===== src/rtl/led_pwm_bank.sv =====
// Multi-channel LED driver with per-channel off/on/pwm/breathe modes.
// Config writes are staged and take effect only at PWM period boundaries.
module led_pwm_bank #(
    parameter int CHANNELS     = 8,
    parameter int PWM_BITS     = 8,
    parameter int PRESCALE     = 94,
    parameter int BREATHE_STEP = 4,
    localparam int AW = (CHANNELS > 1) ? $clog2(CHANNELS) : 1
) (
    input  logic                clk,
    input  logic                rst,
    input  logic                cfg_we,
    input  logic [AW-1:0]       cfg_addr,
    input  logic [1:0]          cfg_mode,
    input  logic [PWM_BITS-1:0] cfg_duty,
    output logic [CHANNELS-1:0] leds,
    output logic                period_start
);

    localparam int PW = (PRESCALE > 1) ? $clog2(PRESCALE) : 1;
    localparam int BW = (BREATHE_STEP > 1) ? $clog2(BREATHE_STEP) : 1;
    localparam logic [PW-1:0]       PS_LAST   = PW'(PRESCALE - 1);
    localparam logic [BW-1:0]       STEP_LAST = BW'(BREATHE_STEP - 1);
    localparam logic [PWM_BITS-1:0] MAX       = '1;
    localparam logic [AW:0]         CH_LIM    = (AW + 1)'(CHANNELS);

    localparam logic [1:0] M_OFF = 2'd0;
    localparam logic [1:0] M_ON  = 2'd1;
    localparam logic [1:0] M_PWM = 2'd2;
    localparam logic [1:0] M_BRE = 2'd3;

    logic [PW-1:0]       prescaler;
    logic [PWM_BITS-1:0] pwm_cnt;
    logic [PWM_BITS-1:0] bri;
    logic                up;
    logic [BW-1:0]       step_cnt;
    logic                tick;
    logic                wrap;
    logic                addr_ok;

    logic [CHANNELS-1:0][1:0]          pend_mode, pend_mode_n;
    logic [CHANNELS-1:0][1:0]          act_mode, act_mode_n;
    logic [CHANNELS-1:0][PWM_BITS-1:0] pend_duty, pend_duty_n;
    logic [CHANNELS-1:0][PWM_BITS-1:0] act_duty, act_duty_n;
    logic [CHANNELS-1:0]               led_n;

    assign tick    = (prescaler == PS_LAST);
    assign wrap    = tick && (pwm_cnt == MAX);
    assign addr_ok = ({1'b0, cfg_addr} < CH_LIM);

    function automatic logic lit(
        input logic [1:0]          mode,
        input logic [PWM_BITS-1:0] duty,
        input logic [PWM_BITS-1:0] cnt,
        input logic [PWM_BITS-1:0] level
    );
        logic [PWM_BITS-1:0] lim;
        lim = (level < duty) ? level : duty;
        unique case (mode)
            M_OFF:   lit = 1'b0;
            M_ON:    lit = 1'b1;
            M_PWM:   lit = (cnt < duty);
            M_BRE:   lit = (cnt < lim);
            default: lit = 1'b0;
        endcase
    endfunction

    // Pending update feeds straight into active so a write on the wrap edge lands now.
    always_comb begin
        pend_mode_n = pend_mode;
        pend_duty_n = pend_duty;
        act_mode_n  = act_mode;
        act_duty_n  = act_duty;
        led_n       = '0;
        for (int i = 0; i < CHANNELS; i++) begin
            if (cfg_we && addr_ok && (cfg_addr == AW'(i))) begin
                pend_mode_n[i] = cfg_mode;
                pend_duty_n[i] = cfg_duty;
            end
            if (wrap) begin
                act_mode_n[i] = pend_mode_n[i];
                act_duty_n[i] = pend_duty_n[i];
            end
            led_n[i] = lit(act_mode[i], act_duty[i], pwm_cnt, bri);
        end
    end

    always_ff @(posedge clk) begin
        if (rst) begin
            prescaler    <= '0;
            pwm_cnt      <= '0;
            bri          <= '0;
            up           <= 1'b1;
            step_cnt     <= '0;
            pend_mode    <= '0;
            pend_duty    <= '0;
            act_mode     <= '0;
            act_duty     <= '0;
            leds         <= '0;
            period_start <= 1'b0;
        end else begin
            prescaler    <= tick ? '0 : prescaler + 1'b1;
            if (tick) pwm_cnt <= pwm_cnt + 1'b1;
            pend_mode    <= pend_mode_n;
            pend_duty    <= pend_duty_n;
            act_mode     <= act_mode_n;
            act_duty     <= act_duty_n;
            leds         <= led_n;
            period_start <= wrap;
            if (wrap) begin
                if (step_cnt == STEP_LAST) begin
                    step_cnt <= '0;
                    if (up) begin
                        bri <= bri + 1'b1;
                        if (bri == (MAX - 1'b1)) up <= 1'b0;
                    end else begin
                        bri <= bri - 1'b1;
                        if (bri == PWM_BITS'(1)) up <= 1'b1;
                    end
                end else begin
                    step_cnt <= step_cnt + 1'b1;
                end
            end
        end
    end

endmodule


===== config.mk =====
export PLATFORM = sky130hd
export DESIGN_NAME = led_pwm_bank
export DESIGN_NICKNAME = d
export VERILOG_FILES = /design/src/rtl/led_pwm_bank.sv
export SDC_FILE = /design/constraint.sdc
export NUM_CORES = 1
export LEC_CHECK = 0
export CAP_MARGIN = 0
export CORE_UTILIZATION = 40
export CTS_CLUSTER_SIZE = 12
export DETAILED_ROUTE_END_ITERATION = 8
export RECOVER_POWER = 100
export REMOVE_ABC_BUFFERS = 1
export SETUP_SLACK_MARGIN = 0.5
export SYNTH_ARGS = -nofsm -noshare
export SYNTH_HDL_FRONTEND = slang
export SYNTH_SLANG_ARGS = --single-unit

===== constraint.sdc =====
create_clock -name clk -period 3.2 [get_ports clk]
set_clock_uncertainty 0.05 [all_clocks]
set_input_delay 0.32 -clock clk [delete_from_list [all_inputs] [get_ports clk]]
set_output_delay 0.32 -clock clk [all_outputs]
set_load 0.01 [all_outputs]

Word level (Yosys, flattened, before mapping)
Cells that the tools add are included.
Storage, ports and cells
  register bits: 195
  latch bits: 0
  RAM bits: 0
  ROM bits: 0
  input bits: 16
  output and inout port bits: 9
  word-level logic and storage cells: 161
  memories kept: 0
Operators by class
  $add $sub $neg: 5
  $mul: 0
  div/mod/pow operators: 0
  magnitude comparators: 24
  equality and inequality tests: 36
  shifts and indexed selects: 0
  multiplexer cells: 37
  bitwise operators: 0
  reduce and logical (&&, ||, !) cells: 20
Operators with widths (count)
  $lt 8x8->1: 24
  $mux 8: 17
  $eq 2x2->1 const B: 17
  $pmux 1 s4: 8
  $mux 2: 9
  $add 8x1->8 const B: 2
  $eq 2x1->1 const B: 8
  $eq 8x8->1 const B: 2
  $logic_not 2->1: 8
  $eq 3x3->1 const B: 4
  $logic_and 1x1->1: 9
  $eq 8x1->1 const B: 1
  $sub 8x1->8 const B: 1
  $add 7x1->7 const B: 1
  $eq 7x7->1 const B: 1
  $eq 3x2->1 const B: 2
  $eq 3x1->1 const B: 1
  $logic_not 3->1: 1
  $mux 1: 3
  $add 2x1->2 const B: 1
  $reduce_and 2->1: 1
  $reduce_or 2->1: 1

Depth between registers and ports, before layout
Gate-level depths: netlist of run 1.
  depth after elaboration: 4
  depth in mapped cells: 14
  gate-level depth less buffers: 13

Worst setup path after synthesis of run 1
No wires, ideal clock.
  path type: flip-flop to flip-flop
  from: reg bri[2]
  to: reg leds[2]
  library setup time: 137 ps
  arrival: 2957 ps
  data required time: 3013 ps
  slack: 56 ps
  cell stages (with the launch flop): 13
  path buffers: 1
  clock period less this slack: 3144 ps
  cells stage by stage: dfxtp_1 ha_1 a211oi_1 o21ai_0 a211oi_1 buf_2 a21oi_1 ha_1 nand3_1 nor2_1 nand2_1 o311ai_0 o32ai_1
On the way
  cells in the longest elaborated chain, start to end: 4
RTL lines
  start: declaration: line 34  | logic [PWM_BITS-1:0] bri;
  start signal: assignment: line 114  | bri <= bri + 1'b1;
  start signal: assignment: line 117  | bri <= bri - 1'b1;
  $lt 8x8->1: line 58  | lim = (level < duty) ? level : duty;
  $mux 8 (*): line 58
  $lt 8x8->1 (*): line 63  | M_BRE: lit = (cnt < lim);
  $pmux 1 s4 (*): line 59  | unique case (mode)
  end signal: assignment: line 108  | leds <= led_n;
  end: declaration: line 16  | output logic [CHANNELS-1:0] leds,
Mark *: on every way between the ends. The rest lies on a longest branch, timed or not.
A chain may end at the register's enable or synchronous reset.

Final worst setup path of run 1
  from: reg bri[2]
  to: reg leds[0]
Same word-level chain as after synthesis.

==> results of run 1 <==
[per-stage QoR]
step           setup TNS (ps)  cell area (um2)  utilization, %
6_report                    0            13900            48.7
2_1_floorplan         -118470            11300               -
3_5_place_dp                0            12500            43.5
3_3_place_gp                0            12500            43.5
5_1_grt                     0            13900            48.7
4_1_cts                     0            13600            47.6
[state kept, by name (all words and copies together), names as in the netlist]
| signal | flops |
|---|---|
| pend_duty | 64 |
| prescaler | 7 |
| pend_mode | 16 |
| act_mode | 16 |
| step_cnt | 2 |
| up | 1 |
| period_start | 1 |
| act_duty | 64 |
| leds | 8 |
| pwm_cnt | 8 |
| bri | 8 |
[cells in the mapped netlist (all sizes together) (7+ instances only)]
cell type,instances
nand4,21
buf,32
nor2,240
a21oi,67
xor2,11
xnor2,7
nor3b,10
a211oi,99
nor2b,16
nand2,53
mux2i,121
a21o,22
ha,176
dfxtp,195
o21ai,36
inv,67
o32ai,7
o211ai,11
nor3,14
nand3,31
clkbuf,42
[timing repair]
action                                  4_1_cts  5_1_grt
resized for setup                            72       47
hold endpoints to repair                      0        0
endpoints found under the setup margin        8        8
setup buffers                                23       20
hold buffers                                  0        0
pin swaps                                    40       61
cloned                                        6        0
[logic make-up (layout without fill, tap and decap cells)]
group / count (synthesis) / in the layout / synth area share, %
adders and majority gates: 176 / 176 / 18.9
and+or+nand+nor: 412 / 412 / 15.9
muxes: 121 / 121 / 10.4
DFF: 195 / 195 / 33.6
buffers and inverters: 141 / 214 / 5.01
xor gates and xnor gates: 18 / 18 / 1.36
AOI/OAI and AO/OA: 259 / 259 / 14.8
[cell type report]
type | count | area [um2] | share of cell area, %
Tap cell | 384 | 480 | 3.45
Sequential cell | 195 | 3920 | 28.1
Timing Repair Buffer | 115 | 1150 | 8.23
Clock inverter | 14 | 143 | 1.02
Inverter | 67 | 251 | 1.81
Clock buffer | 18 | 439 | 3.15
Multi-Input combinational cell | 986 | 7550 | 54.2
[worst paths after layout]
kind | start | end | slack [ps] | cells after the start
max reg2reg | bri[2] | leds[0] | 240 | 12
min | rst | pend_mode[10] | 330 | 2
min reg2reg | prescaler[0] | prescaler[0] | 420 | 1
max | bri[2] | leds[0] | 240 | 12
[report_power, final]
| part | switching, mW | leakage, nW | internal [mW] | total, mW |
|---|---|---|---|---|
| clock | 1.03 | 0.291 | 1.12 | 2.14 |
| combinational | 0.127 | 3.92 | 0.0561 | 0.183 |
| sequential | 0.00827 | 1.58 | 2.45 | 2.46 |
| total | 1.16 | 5.79 | 3.62 | 4.78 |
[layer usage]
metal | global-route usage, % | vias to the layer above | share of wire [%]
met3 | 3.03 | 63 | 3.1
li1 | - | 4864 | -
met1 | 29.5 | 4604 | 47
met2 | 36.6 | 189 | 46
met5 | 0 | - | 0
met4 | 7.70 | 0 | 3.2
==> run metrics, run 1 <==
status=finished with violations; violated checks=design-rule violations; worst vdd rail ir drop=roughly 0.36 mV; Yosys reg bits=just under 200; mapped cell area=~0.012 mm2; Async S/R FF share, synth=0%; Rel. slew slack=around 17%; post-route ant nets=0; crit-path most repeated cell=buf_12; crit path cell chain=buf_12, buf_12, ha_4, a211oi_2, o21ai_1, a21oi_1, buf_6, mux2i_1, ha_1, a2111oi_4, o211ai_1, o32ai_1; share of layout cells above drive strength 1=13.9%; Die W=173 um; Final min period=just under 3000 ps; Final setup viols=0; CP required=roughly 3500 ps; clk sink count=195; Power Dens Cells=~340 mW/mm2; initial antenna violation count=0; cts bufs inserted=17; Crit Path Max Fanout=6; DRT iter0 DRCs=approximately 570; DR vias/cell=between 5 and 6; Root Buffer=clkbuf_16; Setup CP Type=reg2reg; Routed wire per std cell=18.4 um; synth top area cells=dfxtp_1 34%, ha_1 19%, mux2i_1 10%; # IOs=25; buffer levels on the longest clock path=2; # port buffers=24; post-synth top area share=around a third; RSZ-0062 raised after global routing=yes; Inserted Diodes=0; Tot Pwr=between 4 and 5 mW; clock transition at the registers of the reported paths=roughly 70 ps; TritonRoute pass-1 iters=7; Ys Warns=0; worst skew pair latency=450 ps; CP peak stage delay=around 390 ps; Least-Margin Pin Slew=about 1200 ps; Core ar.=0.0286 mm2; worst setup margin=approximately 240 ps; first-pass GRT wire length=between 50000 and 60000 um; non-filler cells, final=between 1500 and 2000; Post-synth EDFFs=0; max-slew violations=0; CP Launch Type=flip-flop; DRC=1; post-DP HPWL=just over 20000 um; Crit. End Element=flip-flop; H-tree depth=4; sum of buffers and inverters on the critical path=3; Pleak=about 5.8 nW; DRT Wirelength=32800 um; Critical Path AT=~3300 ps; final hold slack=around 330 ps; Netlist cell types=45; dpl cells=1698; area growth from synthesis to layout=19.8%; grt total ovfl=0; vias in the first global route=9160; most common cell after layout, fill and taps aside=nor2_1; Slowest-stage cell, CP=a2111oi_4; Final nets=around 1600; most frequent cells in the layout=234 x nor2_1, 189 x dfxtp_1, 157 x ha_1, 119 x mux2i_1, 85 x a211oi_1; GP Congestion=around 0.83; worst slack, placed=between 90 and 100 ps; Die H=between 150 and 200 um; Most used DFF post-synth=dfxtp_1; CP delay by family, top=compound AO/OA/AOI/OAI gates; Vias=9720; fin crit share=slightly above 90%; initial core utilization=between 40% and 50%; Seq/Total Area, Yosys=33.6%; Syn Area/Cell=about 9 um2; Syn Inst Count=roughly 1300; post-synth top area cell=dfxtp_1; HP Class=in2reg; Max-Cap Viols=0; achievable clock frequency=337 MHz; Die Area=0.0298 mm2; largest net degree at the start of global routing=about 120; Fin. Hold Viols=0; Rows=slightly above 60; TritonCTS clock tree=built; Fill cells=approximately 2700; overall routing resource usage=approximately 22%
Power figures use the tool's default switching activity.
==> inputs of run 2 (changes only) <==
clock period = 3.5 ns   (was 3.2 ns; I/O delays follow)
==> run 2 against run 1 <==
The flow now finishes without violations. Non-clock buffer count down 24. Sequential cell count unchanged. Clock-buffer cell count up 2. Global-route usage down 0.55 points. Wire length down 0.62%. Worst setup slack better by 170 ps. Critical path type unchanged. Highest routed layer unchanged.
==> run metrics, run 2 (synthesis results as in run 1) <==
status=finished, final reports clean (was finished with violations); DRT iter0 DRCs=631 (was 567); clk sink count=195 (unchanged); CP Launch Type=flip-flop (unchanged); Crit. End Element=flip-flop (unchanged); Root Buffer=clkbuf_16 (unchanged); Vias=9761 (was 9720); Inserted Diodes=0 (unchanged); TritonRoute pass-1 iters=5 (was 7); post-DP HPWL=20800 um (was 20200 um); crit-path most repeated cell=nor2_1 (was buf_12); TritonCTS clock tree=built (unchanged); Crit Path Max Fanout=9 (was 6); max-slew violations=0 (unchanged); worst skew pair latency=450 ps (about the same); Critical Path AT=3340 ps (was 3280 ps); Die W=173 um (unchanged); area growth from synthesis to layout=16.3% (was 19.8%); vias in the first global route=9228 (was 9160); Reg2Reg Depth=13 (was 12); setup TNS=0 ps (unchanged); FF-to-FF setup slack=410 ps (was 240 ps); largest net degree at the start of global routing=101 (was 119); Tot Pwr=4.46 mW (was 4.78 mW); CP peak stage delay=590 ps (was 390 ps); Final setup viols=0 (unchanged); top flop regs=act_duty x64, pend_duty x64 (unchanged); Fill cells=2689 (was 2685); Die H=173 um (unchanged); DR vias/cell=5.56 (was 5.46); Routed wire per std cell=18.6 um (was 18.4 um); Max-Cap Viols=0 (unchanged); worst vdd rail ir drop=0.356 mV (was 0.362 mV); DRT Wirelength=32600 um (was 32800 um); final core occ=47.2% (was 48.7%); CP required=3740 ps (was 3510 ps); dpl cells=1703 (was 1698); buffer levels on the longest clock path=2 (unchanged); H-tree depth=4 (unchanged); Fin. Hold Viols=0 (unchanged); HP Class=in2reg (unchanged); share of layout cells above drive strength 1=10.6% (was 13.9%); overall routing resource usage=21.6% (was 22.2%); initial antenna violation count=0 (unchanged); clock transition at the registers of the reported paths=80 ps (was 70 ps); most common cell after layout, fill and taps aside=nor2_1 (unchanged); grt total ovfl=0 (unchanged); RSZ-0062 raised after global routing=yes (unchanged); Setup CP Type=reg2reg (unchanged); Final nets=1550 (was 1574); r2r endpoint=leds[4] (was leds[0]); first-pass GRT wire length=50500 um (was 51400 um); DP Area=0.0125 mm2 (about the same); sum of buffers and inverters on the critical path=2 (was 3); post-route ant nets=0 (unchanged); # IOs=25 (unchanged); fin crit share=88.4% (was 92.6%); CP delay by family, top=compound AO/OA/AOI/OAI gates (unchanged); Slowest-stage cell, CP=dfxtp_1 (was a2111oi_4); Power Dens Cells=330 mW/mm2 (was 343 mW/mm2); Rows=62 (unchanged); non-filler cells, final=1755 (was 1779); Rel. slew slack=26.9% (was 17.4%); Die Area=0.0298 mm2 (unchanged); most frequent cells in the layout=237 x nor2_1, 189 x dfxtp_1, 169 x ha_1, 119 x mux2i_1, 87 x a211oi_1 (was 234 x nor2_1, 189 x dfxtp_1, 157 x ha_1, 119 x mux2i_1, 85 x a211oi_1); start point of the critical path=bri[0] (was bri[2]); crit path to=leds[4] (was leds[0]); cell area after layout=0.0135 mm2 (was 0.0139 mm2); DRC=0 (was 1); Stages on worst setup path=13 (was 12); Pleak=5.59 nW (was 5.79 nW); # port buffers=24 (unchanged); Final min period=3090 ps (was 2960 ps); Core ar.=0.0286 mm2 (unchanged); cts bufs inserted=17 (unchanged); achievable clock frequency=323 MHz (was 337 MHz); initial core utilization=40.6% (unchanged); GP Congestion=0.861 (was 0.831); Least-Margin Pin Slew=1100 ps (was 1240 ps); crit path cell chain=clkbuf_1, nor2b_1, o21ai_0, a211oi_2, buf_4, nor2_1, a21oi_1, ha_1, nand3_1, nor2_1, nand2_1, o311ai_2, o32ai_1 (was buf_12, buf_12, ha_4, a211oi_2, o21ai_1, a21oi_1, buf_6, mux2i_1, ha_1, a2111oi_4, o211ai_1, o32ai_1); Worst R2R Start=bri[0] (was bri[2])
-- run 2: cell types whose count changed in the layout (fill, tap and decap cells not counted), sizes merged --
cell,before,now
clkdlybuf4s50,12,11
dlygate4sd3,11,12
bufinv,1,2
clkinv,6,3
inv,74,72
clkinvlp,0,2
bufbuf,3,1
buf,79,53
clkbuf,28,34
-- run 2: power by group --
group          switching (mW)  internal, mW
registers             0.00776          2.24
logic                   0.118        0.0506
clock network           0.939          1.11
-- run 2: worst min-delay path by stage --
stage	start	endpoint	cells after the start
after floorplan	rst	bri[1]	1
after global placement	prescaler[0]	prescaler[0]	1
after detailed placement	step_cnt[1]	step_cnt[1]	2
after CTS	rst	pend_duty[46]	2
after global routing	rst	pend_duty[47]	2
final	rst	pend_mode[11]	2
-- run 2: area by class of cell --
class / count / area [um2] / share of cell area [%]
multi-input cells: 986 / 7430 / 55.0
flip-flops and latches: 195 / 3920 / 29.0
repair buffers: 91 / 833 / 6.16
well taps: 384 / 480 / 3.55
clock buffers: 20 / 457 / 3.38
inverters: 67 / 251 / 1.86
clock inverters: 12 / 146 / 1.08
-- run 2: metal layers --
metal	share of wire [%]	track usage [%]	vias up	routed length, um
li1	-	-	4803	-
met3	4.4	3.03	68	1420
met5	0	0	-	0
met4	3.2	7.48	0	1030
met1	45	27.8	4677	14700
met2	47	36.8	213	15500
-- run 2: repair_timing --
action | CTS | global route
setup buffers | 1 | 13
pin swaps | 3 | 34
endpoints found under the setup margin | 8 | 8
cloned | 3 | 3
hold buffers | 0 | 0
resized for setup | 18 | 68
-- run 2: per-stage QoR --
stage / worst slack, ps / hold WS, ps
6_report: 406 / 362
5_1_grt: 240 / 412
4_1_cts: 481 / 373
3_5_place_dp: 363 / 407
3_3_place_gp: 368 / 397
2_1_floorplan: -1130 / 369
==> inputs of run 3 (changes only) <==
SLEW_MARGIN = 25   (was unset)
clock period = 3.8 ns   (was 3.5 ns; I/O delays follow)
==> run 3 against run 2 <==
The flow now finishes with violations (design-rule violations). Sequential share of layout area up 1.1 points. Combinational power down 10%. Worst hold slack improved by 52 ps.
==> run metrics, run 3 (synthesis results as in run 1) <==
status=finished with violations (was finished, final reports clean); violated checks=design-rule violations; CP required=4110 ps (was 3740 ps); post-route ant nets=0 (unchanged); Routed wire per std cell=17.6 um (was 18.6 um); met3 usage=3.07% (was 3.03%); H-tree depth=4 (unchanged); TritonCTS clock tree=built (unchanged); initial antenna violation count=0 (unchanged); Crit. End Element=flip-flop (unchanged); Hold Path Origin=rst (unchanged); worst slack, placed=247 ps (was 363 ps); Root Buffer=clkbuf_16 (unchanged); Vias=9363 (was 9761); Worst R2R Start=bri[3] (was bri[0]); met1 usage=27.7% (was 27.8%); Power Dens Cells=323 mW/mm2 (was 330 mW/mm2); Slowest-stage cell, CP=a2111oi_0 (was dfxtp_1); power share of the clock group=47.2% (was 45.9%); crit-path most repeated cell=ha_1 (was nor2_1); first-pass GRT wire length=49500 um (was 50500 um); grt total ovfl=0 (unchanged); Internal Power=3.18 mW (was 3.40 mW); fin crit share=85.9% (was 88.4%); # IOs=25 (unchanged); share of layout cells above drive strength 1=6.02% (was 10.6%); Switching Power=1.02 mW (was 1.06 mW); area growth from synthesis to layout=11.8% (was 16.3%); post-DP HPWL=20300 um (was 20800 um); largest net degree at the start of global routing=109 (was 101); RSZ-0062 raised after global routing=yes (unchanged); buffer levels on the longest clock path=2 (unchanged); Core ar.=0.0286 mm2 (unchanged); final hold slack=413 ps (was 362 ps); TritonRoute pass-1 iters=7 (was 5); crit path cell chain=buf_4, ha_1, a211oi_1, o21ai_0, a21oi_2, clkbuf_1, mux2i_1, ha_1, a21o_1, a2111oi_0, o211ai_1, o32ai_1 (was clkbuf_1, nor2b_1, o21ai_0, a211oi_2, buf_4, nor2_1, a21oi_1, ha_1, nand3_1, nor2_1, nand2_1, o311ai_2, o32ai_1); CP delay by family, top=compound AO/OA/AOI/OAI gates (unchanged); GP Congestion=0.868 (was 0.861); Rel. slew slack=24.5% (was 26.9%); Least-Margin Pin Slew=1130 ps (was 1100 ps); hold buffers post-CTS=0 (unchanged); Max-Cap Viols=0 (unchanged); Critical Path AT=3570 ps (was 3340 ps); Final setup viols=0 (unchanged); Switching Fraction=24.3% (was 23.9%); Pleak=5.41 nW (was 5.59 nW); sequential share of power=49.2% (was 50.3%); HP Class=in2reg (unchanged); overall routing resource usage=21.1% (was 21.6%); DRC=1 (was 0); worst setup margin=535 ps (was 406 ps); vias in the first global route=9233 (was 9228); clk sink count=195 (unchanged); clock transition at the registers of the reported paths=80 ps (about the same); most common cell after layout, fill and taps aside=nor2_1 (unchanged); Final nets=1525 (was 1550); Fill cells=2802 (was 2689); DRT Wirelength=30500 um (was 32600 um); met2 Track Usage GR=35.6% (was 36.8%); Rows=62 (unchanged); Die Area=0.0298 mm2 (unchanged); CP peak stage delay=420 ps (was 590 ps); DRT iter0 DRCs=510 (was 631); most frequent cells in the layout=240 x nor2_1, 192 x dfxtp_1, 176 x ha_1, 121 x mux2i_1, 99 x a211oi_1 (was 237 x nor2_1, 189 x dfxtp_1, 169 x ha_1, 119 x mux2i_1, 87 x a211oi_1); cts bufs inserted=17 (unchanged); Crit Path Max Fanout=23 (was 9); initial core utilization=40.6% (unchanged); Final min period=3260 ps (was 3090 ps); Inserted Diodes=0 (unchanged); top flop regs=act_duty x64, pend_duty x64 (unchanged); max-slew violations=0 (unchanged); # port buffers=24 (unchanged); Setup CP Type=reg2reg (unchanged); Fin. Hold Viols=0 (unchanged); logic gate share of total power=3.6% (was 3.8%); achievable clock frequency=306 MHz (was 323 MHz); sum of buffers and inverters on the critical path=2 (unchanged); Die W=173 um (unchanged); DR vias/cell=5.41 (was 5.56); Die H=173 um (unchanged); busiest grt layer=met2 (unchanged); CP Launch Type=flip-flop (unchanged); start point of the critical path=bri[3] (was bri[0]); Tot Pwr=4.20 mW (was 4.46 mW); worst vdd rail ir drop=0.300 mV (was 0.356 mV); worst skew pair latency=440 ps (was 450 ps)
run 3: worst register-to-register path: cells and delay by family (launching register included):
| kind | cells | cell delay, ps |
|---|---|---|
| AO/OA/AOI/OAI | 7 | 1530 |
| multiplexers | 1 | 170 |
| adder cells (fa/ha/maj) | 2 | 490 |
| buffers and inverters | 2 | 640 |
| flip-flops | 1 | 310 |
run 3: worst paths after layout:
check	endpoint	slack, ps	depth (start not counted)
worst max-delay path	leds[6]	540	12
worst min register to register	step_cnt[1]	420	2
worst min-delay path	pend_duty[45]	410	2
worst max register to register	leds[6]	540	12
run 3: cell type report:
class	count	area [um2]	share of cell area, %
Timing Repair Buffer	66	581	4.47
Inverter	67	251	1.93
Sequential cell	195	3910	30.1
Clock buffer	17	425	3.27
Clock inverter	15	218	1.67
Tap cell	384	480	3.70
Multi-Input combinational cell	986	7130	54.9
run 3: layer usage:
layer	share of wire (%)	vias up
li1	-	4742
met1	48	4461
met2	47	134
met3	3.3	26
met4	1.5	0
met5	0	-
run 3: timing repair:
action	CTS	global route
resized for setup	3	8
endpoints found under the hold margin	0	0
setup endpoints to repair	8	8
setup buffers	0	2
run 3: stage by stage:
stage               area (um2)  setup TNS [ps]  cells  utilization [%]
floorplan                11300          -67680   1248                -
global placement         12400               0   1696             43.2
detailed placement       12400               0   1696             43.2
CTS                      13000               0   1728             45.5
global route             13000               0   1730             45.4
finish                   13000               0   1730             45.4
run 3: power groups by stage:
stage	clock network, mW	registers (mW)	logic, mW
finish	1.98	2.07	0.151
global route	2.11	2.07	0.163
CTS	2.02	2.07	0.156
detailed placement	0	2.12	0.156
global placement	0	2.12	0.154
floorplan	0	2.12	0.0569
